--- src/rtl/serial_pkg.sv ---
// Shared types and helpers for the serial bit feeder and the detector path.
package serial_pkg;

    typedef enum logic {
        IDLE  = 1'b0,
        SHIFT = 1'b1
    } state_t;

    localparam int DEFAULT_WIDTH = 8;

    // Bits needed to hold a count from 0 up to and including w.
    function automatic int counter_width(input int w);
        return $clog2(w + 1);
    endfunction

endpackage

--- src/rtl/word_hold_reg.sv ---
// One-entry valid/ready buffer: load fills it, take empties it.
module word_hold_reg #(
    parameter int WIDTH = serial_pkg::DEFAULT_WIDTH
) (
    input  logic             clk,
    input  logic             reset_n,
    input  logic             load,
    input  logic             take,
    input  logic [WIDTH-1:0] data_in,
    output logic [WIDTH-1:0] data_out,
    output logic             full
);

    logic [WIDTH-1:0] data_reg;
    logic             full_reg;

    always_ff @(posedge clk or negedge reset_n) begin
        if (!reset_n) begin
            data_reg <= '0;
            full_reg <= 1'b0;
        end else begin
            if (load) begin
                data_reg <= data_in;
            end
            // A simultaneous load and take leaves the entry occupied by the new word.
            full_reg <= load | (full_reg & ~take);
        end
    end

    assign data_out = data_reg;
    assign full     = full_reg;

endmodule

--- src/rtl/serial_bit_feeder.sv ---
// Parallel-to-serial feeder: valid/ready word input, one bit per clock out,
// with a holding register so consecutive words stream without a gap.
module serial_bit_feeder
    import serial_pkg::*;
#(
    parameter int WIDTH      = DEFAULT_WIDTH,
    parameter bit MSB_FIRST  = 1'b1,
    parameter bit IDLE_LEVEL = 1'b0
) (
    input  logic             clk,
    input  logic             reset_n,
    input  logic [WIDTH-1:0] in_data,
    input  logic             in_valid,
    output logic             in_ready,
    input  logic             pause,
    output logic             serial_out,
    output logic             serial_valid,
    output logic             last_bit,
    output logic             word_done
);

    localparam int CW = counter_width(WIDTH);

    state_t           state_reg;
    logic [WIDTH-1:0] shift_reg;
    logic [CW-1:0]    count_reg;
    logic             word_done_reg;

    logic             hold_full;
    logic [WIDTH-1:0] hold_data;
    logic             accept;
    logic             in_shift;
    logic             on_last;
    logic             retire;
    logic             hold_load;
    logic             hold_take;
    logic             current_bit;
    logic [WIDTH-1:0] shift_adv;

    assign in_ready  = ~hold_full;
    assign accept    = in_valid & in_ready;
    assign in_shift  = (state_reg == SHIFT);
    assign on_last   = (count_reg == CW'(1));
    assign retire    = in_shift & ~pause & on_last;
    // An accept on the retiring edge with the holding register empty bypasses it.
    assign hold_load = accept & in_shift & ~retire;
    assign hold_take = retire & hold_full;

    generate
        if (MSB_FIRST) begin : g_msb
            assign current_bit = shift_reg[WIDTH-1];
            assign shift_adv   = {shift_reg[WIDTH-2:0], 1'b0};
        end else begin : g_lsb
            assign current_bit = shift_reg[0];
            assign shift_adv   = {1'b0, shift_reg[WIDTH-1:1]};
        end
    endgenerate

    word_hold_reg #(
        .WIDTH(WIDTH)
    ) u_hold (
        .clk     (clk),
        .reset_n (reset_n),
        .load    (hold_load),
        .take    (hold_take),
        .data_in (in_data),
        .data_out(hold_data),
        .full    (hold_full)
    );

    always_ff @(posedge clk or negedge reset_n) begin
        if (!reset_n) begin
            state_reg     <= IDLE;
            shift_reg     <= '0;
            count_reg     <= '0;
            word_done_reg <= 1'b0;
        end else begin
            word_done_reg <= 1'b0;
            case (state_reg)
                IDLE: begin
                    if (accept) begin
                        shift_reg <= in_data;
                        count_reg <= CW'(WIDTH);
                        state_reg <= SHIFT;
                    end
                end
                SHIFT: begin
                    if (!pause) begin
                        if (on_last) begin
                            word_done_reg <= 1'b1;
                            if (hold_full) begin
                                shift_reg <= hold_data;
                                count_reg <= CW'(WIDTH);
                            end else if (accept) begin
                                shift_reg <= in_data;
                                count_reg <= CW'(WIDTH);
                            end else begin
                                shift_reg <= '0;
                                count_reg <= '0;
                                state_reg <= IDLE;
                            end
                        end else begin
                            shift_reg <= shift_adv;
                            count_reg <= count_reg - CW'(1);
                        end
                    end
                end
                default: state_reg <= IDLE;
            endcase
        end
    end

    assign serial_out   = in_shift ? current_bit : IDLE_LEVEL;
    assign serial_valid = in_shift;
    assign last_bit     = in_shift & on_last;
    assign word_done    = word_done_reg;

endmodule

--- config.mk ---
export PLATFORM = sky130hd
export DESIGN_NAME = serial_bit_feeder
export DESIGN_NICKNAME = d
export VERILOG_FILES = /design/src/rtl/serial_pkg.sv /design/src/rtl/word_hold_reg.sv /design/src/rtl/serial_bit_feeder.sv
export SDC_FILE = /design/constraint.sdc
export NUM_CORES = 1
export LEC_CHECK = 0
export CAP_MARGIN = 5
export CORE_MARGIN = 2
export CORE_UTILIZATION = 40
export DETAILED_ROUTE_END_ITERATION = 12
export PLACE_DENSITY = 0.66
export RECOVER_POWER = 100
export SETUP_SLACK_MARGIN = 0.02
export SLEW_MARGIN = 15
export SYNTH_ARGS = -nofsm -noshare
export SYNTH_HDL_FRONTEND = slang
export SYNTH_SLANG_ARGS = --single-unit
--- constraint.sdc ---
create_clock -name clk -period 2 [get_ports clk]
set_input_delay 0.2 -clock clk [delete_from_list [all_inputs] [get_ports clk]]
set_output_delay 0.2 -clock clk [all_outputs]
set_load 0.005 [all_outputs]
## After elaboration in Yosys (flattened, before gate mapping)

Cells that the tools add are included.
W data, S select, Z words.

- Register bits after elaboration: 23
- Output and inout bits: 5

- Reductions and logical operators: 1
- $add $sub $neg: 1
- Equality and inequality tests: 3
- Muxes and demuxes: 21
- Bitwise operators: 14

Operators with widths:

| cell | number |
|---|---|
| $mux W8 | 5 |
| $mux W4 | 5 |
| $pmux W8 S2 | 1 |
| $and A1 B1 Y1 | 8 |
| $mux W1 | 8 |
| $pmux W4 S2 | 1 |
| $not A1 Y1 | 5 |
| $eq A4 B1 Y1 const B | 1 |
| $ne A2 B2 Y1 const B | 2 |
| $sub A4 B1 Y4 const B | 1 |
| $pmux W1 S2 | 1 |
| $reduce_and A2 Y1 | 1 |
| $or A1 B1 Y1 | 1 |

## Logic depth before layout (Yosys ltp)

Gate-level depths: netlist of the first run.

- Depth after elaboration: 7
- Gate-level depth with buffers: 6
- Depth with buffers taken out: 5

## Modules after synthesis

A second synthesis of the first run with hierarchy kept.

- Cell total of the unflattened synthesis: 122
- Area, all modules: 1,338.8 um^2

By module, submodules not included:

| module | cells each | instances | sequential area each (um^2) | area an instance (um^2) |
|---|---|---|---|---|
| serial_bit_feeder | 102 | 1 | 350.3 | 969.7 |
| word_hold_reg | 20 | 1 | 225.2 | 369.1 |

## Worst setup path before layout of the first run

Ideal clock, no wire load.

- Kind: reg2reg
- From: reg count_reg[1]
- To: reg u_hold.data_reg[0] (netlist: u_hold.data_out[0])
- Period minus slack after synthesis: 1,759 ps
- Slack: 241 ps
- Arrival time: 1,633 ps
- Stages on the path, launching flop included: 7
- Path through: dfrtp_1 > inv_1 > ha_1 > or3b_1 > o2111a_1 > buf_6 > mux2_4

- Longest elaborated chain between the ends: 4

Ends and longest elaborated chain:

| what | line | source |
|---|---|---|
| from (decl) | serial_bit_feeder.sv:26 | `logic [CW-1:0] count_reg;` |
| from (signal assigned) | serial_bit_feeder.sv:83 | `count_reg <= CW'(WIDTH);` |
| from (signal assigned) | serial_bit_feeder.sv:93 | `count_reg <= CW'(WIDTH);` |
| from (signal assigned) | serial_bit_feeder.sv:96 | `count_reg <= CW'(WIDTH);` |
| $eq A4 B1 Y1 | serial_bit_feeder.sv:43 | `assign on_last = (count_reg == CW'(1));` |
| $and A1 B1 Y1 | serial_bit_feeder.sv:44 | `assign retire = in_shift & ~pause & on_last;` |
| $not A1 Y1 | serial_bit_feeder.sv:46 | `assign hold_load = accept & in_shift & ~retire;` |
| $and A1 B1 Y1 | serial_bit_feeder.sv:46 |  |
| to (signal assigned) | word_hold_reg.sv:23 | `data_reg <= data_in;` |
| to (decl) | word_hold_reg.sv:14 | `logic [WIDTH-1:0] data_reg;` |

No other way between the ends.
A chain may end at the register's enable or synchronous reset.

## Worst setup path after layout of the first run

- From: reg count_reg[1]
- To: reg u_hold.data_reg[5] (netlist: u_hold.data_out[5])

Same word-level chain as after synthesis.

==> results.py, run 1 <==
metrics = {
    "global_route": {
        "grt_pass1_wl_um": 4650,
        "antenna_found_initial": 0,
        "grt_start_max_net_pins": 24,
        "grt_usage": 0.175,
        "gr-total-overflow": 0,
        "grt_pass1_vias": 978,
    },
    "sta": {
        "fin_crit_sh": 0.937,
        "whs_ns": 0.503,
        "fin_crit_ns": 1.87,
        "finalMaxSlewViolations": 0,
        "slew_headroom": 0.154,
        "max_freq_mhz": 534,
        "fin_skew_ns": 0.00299,
        "rsz0062_at_grt": "no",
        "setup_violations": 0,
        "setup_tns_ns": 0,
        "worst_slew_pin_slew_ns": 1.27,
        "hold_viol": 0,
    },
    "detailed_routing": {
        "vias": 997,
        "wire_per_inst_um": 14.4,
        "drt_iter0_drc": 43,
        "viasPerCell": 5.36,
        "wl_um": 2680,
        "ant_nets": 0,
        "drt_pass1_iterations": 4,
        "drc": 0,
    },
    "finish": {
        "drive_gt1_frac": 0.127,
        "instances_no_fill": 186,
        "fin_util": 0.512,
        "area_growth_pct": 22.3,
        "nets": 157,
        "antennaDiodeCount": 0,
    },
    "critical_path": {
        "critPathRequiredTime_ns": 2.21,
        "crit_arrival_ns": 2.08,
        "r2r_setup_slack_ns": 0.13,
        "cp_max_fo": 8,
        "worst_setup_path_end_kind": "flip-flop",
        "timing_worst_setup_path_type": "flip-flop to flip-flop",
        "start_kind": "flip-flop",
    },
    "cts": {
        "clock_sinks": 23,
        "clk_pin_slew_ns": 0.13,
        "insertion_delay_ns": 0.32,
        "clock-root-buffer": "clkbuf_4",
        "htree_levels": 1,
        "numCtsBuffers": 3,
        "cts_buffer_depth": 2,
        "cts_tree": "yes",
        "postCtsSetupBuffers": 0,
    },
    "place": {
        "dpl.cell_count": 182,
        "place_congestion": 0.735,
        "numPortBuffers": 16,
        "dp_hpwl_um": 1820,
    },
    "die": {
        "start_util": 0.418,
        "io_pins": 17,
        "rows": 20,
        "die_w_um": 60.3,
        "dieArea_sq_um": 3630,
        "die_h_um": 60.3,
        "core_sq_um": 3030,
    },
    "yosys": {
        "synth_nets": 133,
        "yosysWarnings": 0,
        "ys_seq_area_frac": 0.455,
        "synth_area_sq_um": 1270,
        "postSynthCellCount": 119,
        "yosysUniqueCellTypes": 34,
        "ys_seq_elements": 23,
        "syn_avg_cell_area_sq_um": 10.6,
    },
    "power_and_ir_drop": {
        "p_leak_nw": 0.648,
        "pwr_density_cell_nw_per_um2": 1260,
        "power_w": 0.00195,
        "irDropWorstVdd_mv": 0.455,
    },
    "run": {
        "drv_cap": 0,
    },
    "outcome": {
        "status": "finished clean",
    },
    "worst_hold_path": {
        "hp-class": "flip-flop to flip-flop",
    },
}
synth_stat cells, drive strengths merged:
| cell | n | share of area |
|---|---|---|
| or3b | 2 | 0.014 |
| a22o | 1 | 0.0069 |
| inv | 4 | 0.012 |
| and3 | 7 | 0.035 |
| ha | 2 | 0.020 |
| nand3b | 8 | 0.047 |
| nand2b | 1 | 0.0049 |
| mux2i | 1 | 0.0079 |
| o21ai | 3 | 0.012 |
| and2 | 1 | 0.0049 |
| nand4bb | 1 | 0.0089 |
| o22a | 1 | 0.0069 |
| o21a | 7 | 0.042 |
| clkbuf | 4 | 0.012 |
| nor3 | 1 | 0.0039 |
| nand2 | 9 | 0.027 |
| nor2b | 2 | 0.0099 |
| or3 | 1 | 0.0049 |
| o32a | 7 | 0.055 |
| mux2 | 9 | 0.10 |
| a2bb2oi | 1 | 0.0069 |
| o22ai | 1 | 0.0049 |
| a21oi | 9 | 0.036 |
| o2111a | 1 | 0.0089 |
| a21o | 1 | 0.0059 |
| buf | 5 | 0.026 |
| nor2 | 4 | 0.012 |
| nand3 | 2 | 0.0079 |
| dfrtp | 23 | 0.45 |
cell type report:
type	instances	area, sq um
clock buffer	4	26.3
fill	292	1480
inverter	4	15.0
multi-input combinational	83	629
sequential	23	576
tap	44	55.1
timing repair buffer	28	248
worst max-delay path, cell delays in order (launching register included):
cell	delay, ns
dfrtp_1	0.40
inv_1	0.09
ha_1	0.17
or3b_1	0.37
o2111a_1	0.28
buf_12	0.15
mux2_1	0.31
logic make-up after synthesis:
kind of cell	after synthesis	share of synthesized area
buffers and inverters	13	0.0494
flip-flops	23	0.455
AND/OR/NAND/NOR	39	0.180
adder cells (fa/ha/maj)	2	0.0198
multiplexers	10	0.112
AO/OA/AOI/OAI	32	0.185
report_power, final:
| part | switching (W) | internal (W) |
|---|---|---|
| logic | 0.000394 | 0.000537 |
| registers | 0.000121 | 0.000676 |
| clock network | 0.000145 | 0.0000780 |
| total | 0.000659 | 0.00129 |
final timing paths:
check                                    from                  to  depth (start not counted)
max                              count_reg[1]  u_hold.data_out[5]                          6
min                        u_hold.data_out[0]  u_hold.data_out[0]                          1
max reg2reg                      count_reg[1]  u_hold.data_out[5]                          6
min reg2reg                u_hold.data_out[0]  u_hold.data_out[0]                          1
max in group asynchronous             reset_n        shift_reg[7]                          2
min in group asynchronous             reset_n           word_done                          2
layout by cell type, fill, tap and decap left out, types with 3 or more instances in the layout:
cell              n
dfrtp_1          23
clkdlybuf4s50_1  13
a21oi_1           9
nand2_1           9
nand3b_1          8
o21a_1            7
and3_1            7
o32a_1            7
buf_4             7
mux2_1            5
nor2_1            4
mux2_4            4
clkbuf_1          4
inv_1             3
clkbuf_4          3
what timing repair did:
item | 4_1_cts | 5_1_grt
setup endpoints to repair | 1 | 0
gates resized for setup | 4 | 0
hold buffers | 0 | 0
routing by layer:
| metal | up-vias | wire length, um | share of wire | global-route usage |
|---|---|---|---|---|
| met5 | - | 0 | 0 | 0 |
| met4 | 0 | 33 | 0.012 | 0.0667 |
| met3 | 4 | 99 | 0.037 | 0.0216 |
| met2 | 19 | 1250 | 0.47 | 0.270 |
| met1 | 494 | 1290 | 0.48 | 0.249 |
| li1 | 480 | - | - | - |
per-stage QoR:
stage,setup slack [ns],cell area (sq um)
4_1_cts,0.143,1580
6_report,0.127,1550
2_1_floorplan,0.241,1270
5_1_grt,0.0471,1550
3_5_place_dp,0.0631,1540
3_3_place_gp,0.0878,1540
(Power assumes the default switching activity.)
==> inputs of run 2 (changes only) <==
--- a/config.mk
+++ b/config.mk
@@ -7,9 +7,9 @@
 export LEC_CHECK = 0
 export CAP_MARGIN = 5
 export CORE_MARGIN = 2
-export CORE_UTILIZATION = 40
+export CORE_UTILIZATION = 50
 export DETAILED_ROUTE_END_ITERATION = 12
-export PLACE_DENSITY = 0.66
+export PLACE_DENSITY = 0.79
 export RECOVER_POWER = 100
 export SETUP_SLACK_MARGIN = 0.02
 export SLEW_MARGIN = 15
==> run 2 against run 1 <==
Sequential cell count stayed put; die area is 19% lower; combinational power is 1% higher; hold slack better by 0.0016 ns; critical path depth stayed put; first-iteration DRC count is 47% lower; clock power is 2% lower; largest cell class unchanged; largest power group unchanged; highest routed layer unchanged.
==> results.py, run 2 (same netlist as run 1, synthesis figures left out) <==
metrics = {
    "outcome": {
        "status": "finished clean",
    },
    "global_route": {
        "grt_pass1_wl_um": 4390,
        "gr-total-overflow": 0,
        "grt_usage": 0.210,
        "grt_start_max_net_pins": 24,
        "antenna_found_initial": 0,
        "grt_pass1_vias": 983,
    },
    "critical_path": {
        "critPathRequiredTime_ns": 2.21,
        "cp_max_fo": 8,
        "reg2reg_depth": 6,
        "crit_path_top_delay_cell": "dfrtp_1",
        "cpPeakStageDelay_ns": 0.41,
        "crit-reg2reg-launch": "count_reg[1]",
        "r2r-end": "u_hold.data_out[5]",
        "worstPathCellList": "inv_2 > ha_4 > or3b_1 > o2111a_1 > buf_12 > mux2_1",
        "timing_worst_setup_path_type": "flip-flop to flip-flop",
        "path_buf_inv": 2,
        "r2r_setup_slack_ns": 0.09,
        "worst_setup_path_end_kind": "flip-flop",
        "start_kind": "flip-flop",
        "cp.depth": 6,
        "crit_family": "flip-flops",
        "crit_arrival_ns": 2.11,
    },
    "cts": {
        "postCtsHoldBufs": 0,
        "insertion_delay_ns": 0.32,
        "clock-root-buffer": "clkbuf_4",
        "numCtsBuffers": 3,
        "cts_buffer_depth": 2,
        "postCtsSetupBuffers": 0,
        "htree_levels": 1,
        "clk_pin_slew_ns": 0.13,
        "cts_tree": "yes",
        "clock_sinks": 23,
    },
    "power_and_ir_drop": {
        "pwr_density_cell_nw_per_um2": 1290,
        "power_w": 0.00197,
        "irDropWorstVdd_mv": 0.804,
        "p_leak_nw": 0.632,
    },
    "sta": {
        "setup_violations": 0,
        "hold_viol": 0,
        "setup_ws_ns": 0.0910,
        "max_freq_mhz": 524,
        "finalMaxSlewViolations": 0,
        "fin_crit_ns": 1.91,
        "worst_slew_pin_slew_ns": 1.26,
        "slew_headroom": 0.158,
        "fin_crit_sh": 0.954,
        "rsz0062_at_grt": "no",
        "fin_skew_ns": 0.0102,
        "setup_tns_ns": 0,
    },
    "die": {
        "io_pins": 17,
        "rows": 18,
        "die_w_um": 54.3,
        "dieArea_sq_um": 2950,
        "core_sq_um": 2430,
        "die_h_um": 54.3,
        "start_util": 0.521,
    },
    "worst_hold_path": {
        "whs_endpoint": "u_hold.data_out[1]",
        "min_path_cells": 1,
        "hp-class": "flip-flop to flip-flop",
        "min_from": "u_hold.data_out[1]",
    },
    "finish": {
        "drive_gt1_frac": 0.122,
        "fin_util": 0.626,
        "nets": 154,
        "layout_commonest_cell": "dfrtp_1",
        "instances_no_fill": 169,
        "fillers": 207,
        "antennaDiodeCount": 0,
        "layout_common_cells": "dfrtp_1, clkdlybuf4s50_1, a21oi_1, nand2_1, nand3b_1",
        "area_growth_pct": 20.3,
    },
    "detailed_routing": {
        "wire_per_inst_um": 15.9,
        "wl_um": 2680,
        "ant_nets": 0,
        "drc": 0,
        "vias": 992,
        "drt_iter0_drc": 23,
        "viasPerCell": 5.87,
        "drt_pass1_iterations": 4,
    },
    "place": {
        "dp_hpwl_um": 1820,
        "dpl.cell_count": 165,
        "numPortBuffers": 16,
        "place_congestion": 0.778,
        "post-place-ws_ns": 0.0654,
    },
    "run": {
        "drv_cap": 0,
    },
}
[run 2: cell types whose count changed in the layout (fill, tap and decap cells not counted), sizes merged]
cell | previous run | this run
dlygate4sd2 | 1 | 0
clkbuf | 8 | 6
clkdlybuf4s50 | 13 | 14
buf | 8 | 7
[run 2: final cells by class]
cell class | count | area (sq um) | share of cell area
Inverter | 4 | 15.0 | 0.00986
Tap cell | 30 | 37.5 | 0.0247
Timing Repair Buffer | 25 | 234 | 0.154
Clock buffer | 4 | 26.3 | 0.0173
Sequential cell | 23 | 576 | 0.378
Multi-Input combinational cell | 83 | 634 | 0.417
[run 2: worst max path at each step]
| stage | start | end | slack, ns |
|---|---|---|---|
| final | count_reg[1] | u_hold.data_out[5] | 0.09 |
| after global routing | count_reg[1] | u_hold.data_out[5] | 0.04 |
| after CTS | count_reg[1] | last_bit | 0.02 |
| after detailed placement | in_valid | shift_reg[1] | 0.07 |
| after global placement | in_valid | shift_reg[4] | 0.10 |
| after floorplan | count_reg[1] | u_hold.data_out[0] | 0.24 |
[run 2: repair_timing]
item / in CTS / in global routing
gates cloned: 0 / 0
endpoints found under the setup margin: 1 / 1
gates resized for setup: 2 / 2
[run 2: routing by layer]
metal | wire length [um] | GRT usage | up-vias | share of wire
met3 | 127 | 0.0301 | 5 | 0.047
met2 | 1290 | 0.333 | 29 | 0.48
met4 | 51 | 0.113 | 0 | 0.019
met5 | 0 | 0 | - | 0
met1 | 1210 | 0.277 | 487 | 0.45
li1 | - | - | 471 | -
[run 2: stage by stage]
stage          instance area [sq um]  hold WS [ns]
6_report                        1520         0.505
3_5_place_dp                    1500         0.484
4_1_cts                         1530         0.224
3_3_place_gp                    1500         0.473
2_1_floorplan                   1270       -0.0956
5_1_grt                         1520         0.521
[run 2: power by group]
group	internal, W	leakage, nW	switching, W	total, W
sequential	0.000677	0.267	0.000129	0.000806
clock	0.0000781	0.0150	0.000141	0.000219
combinational	0.000536	0.349	0.000408	0.000944
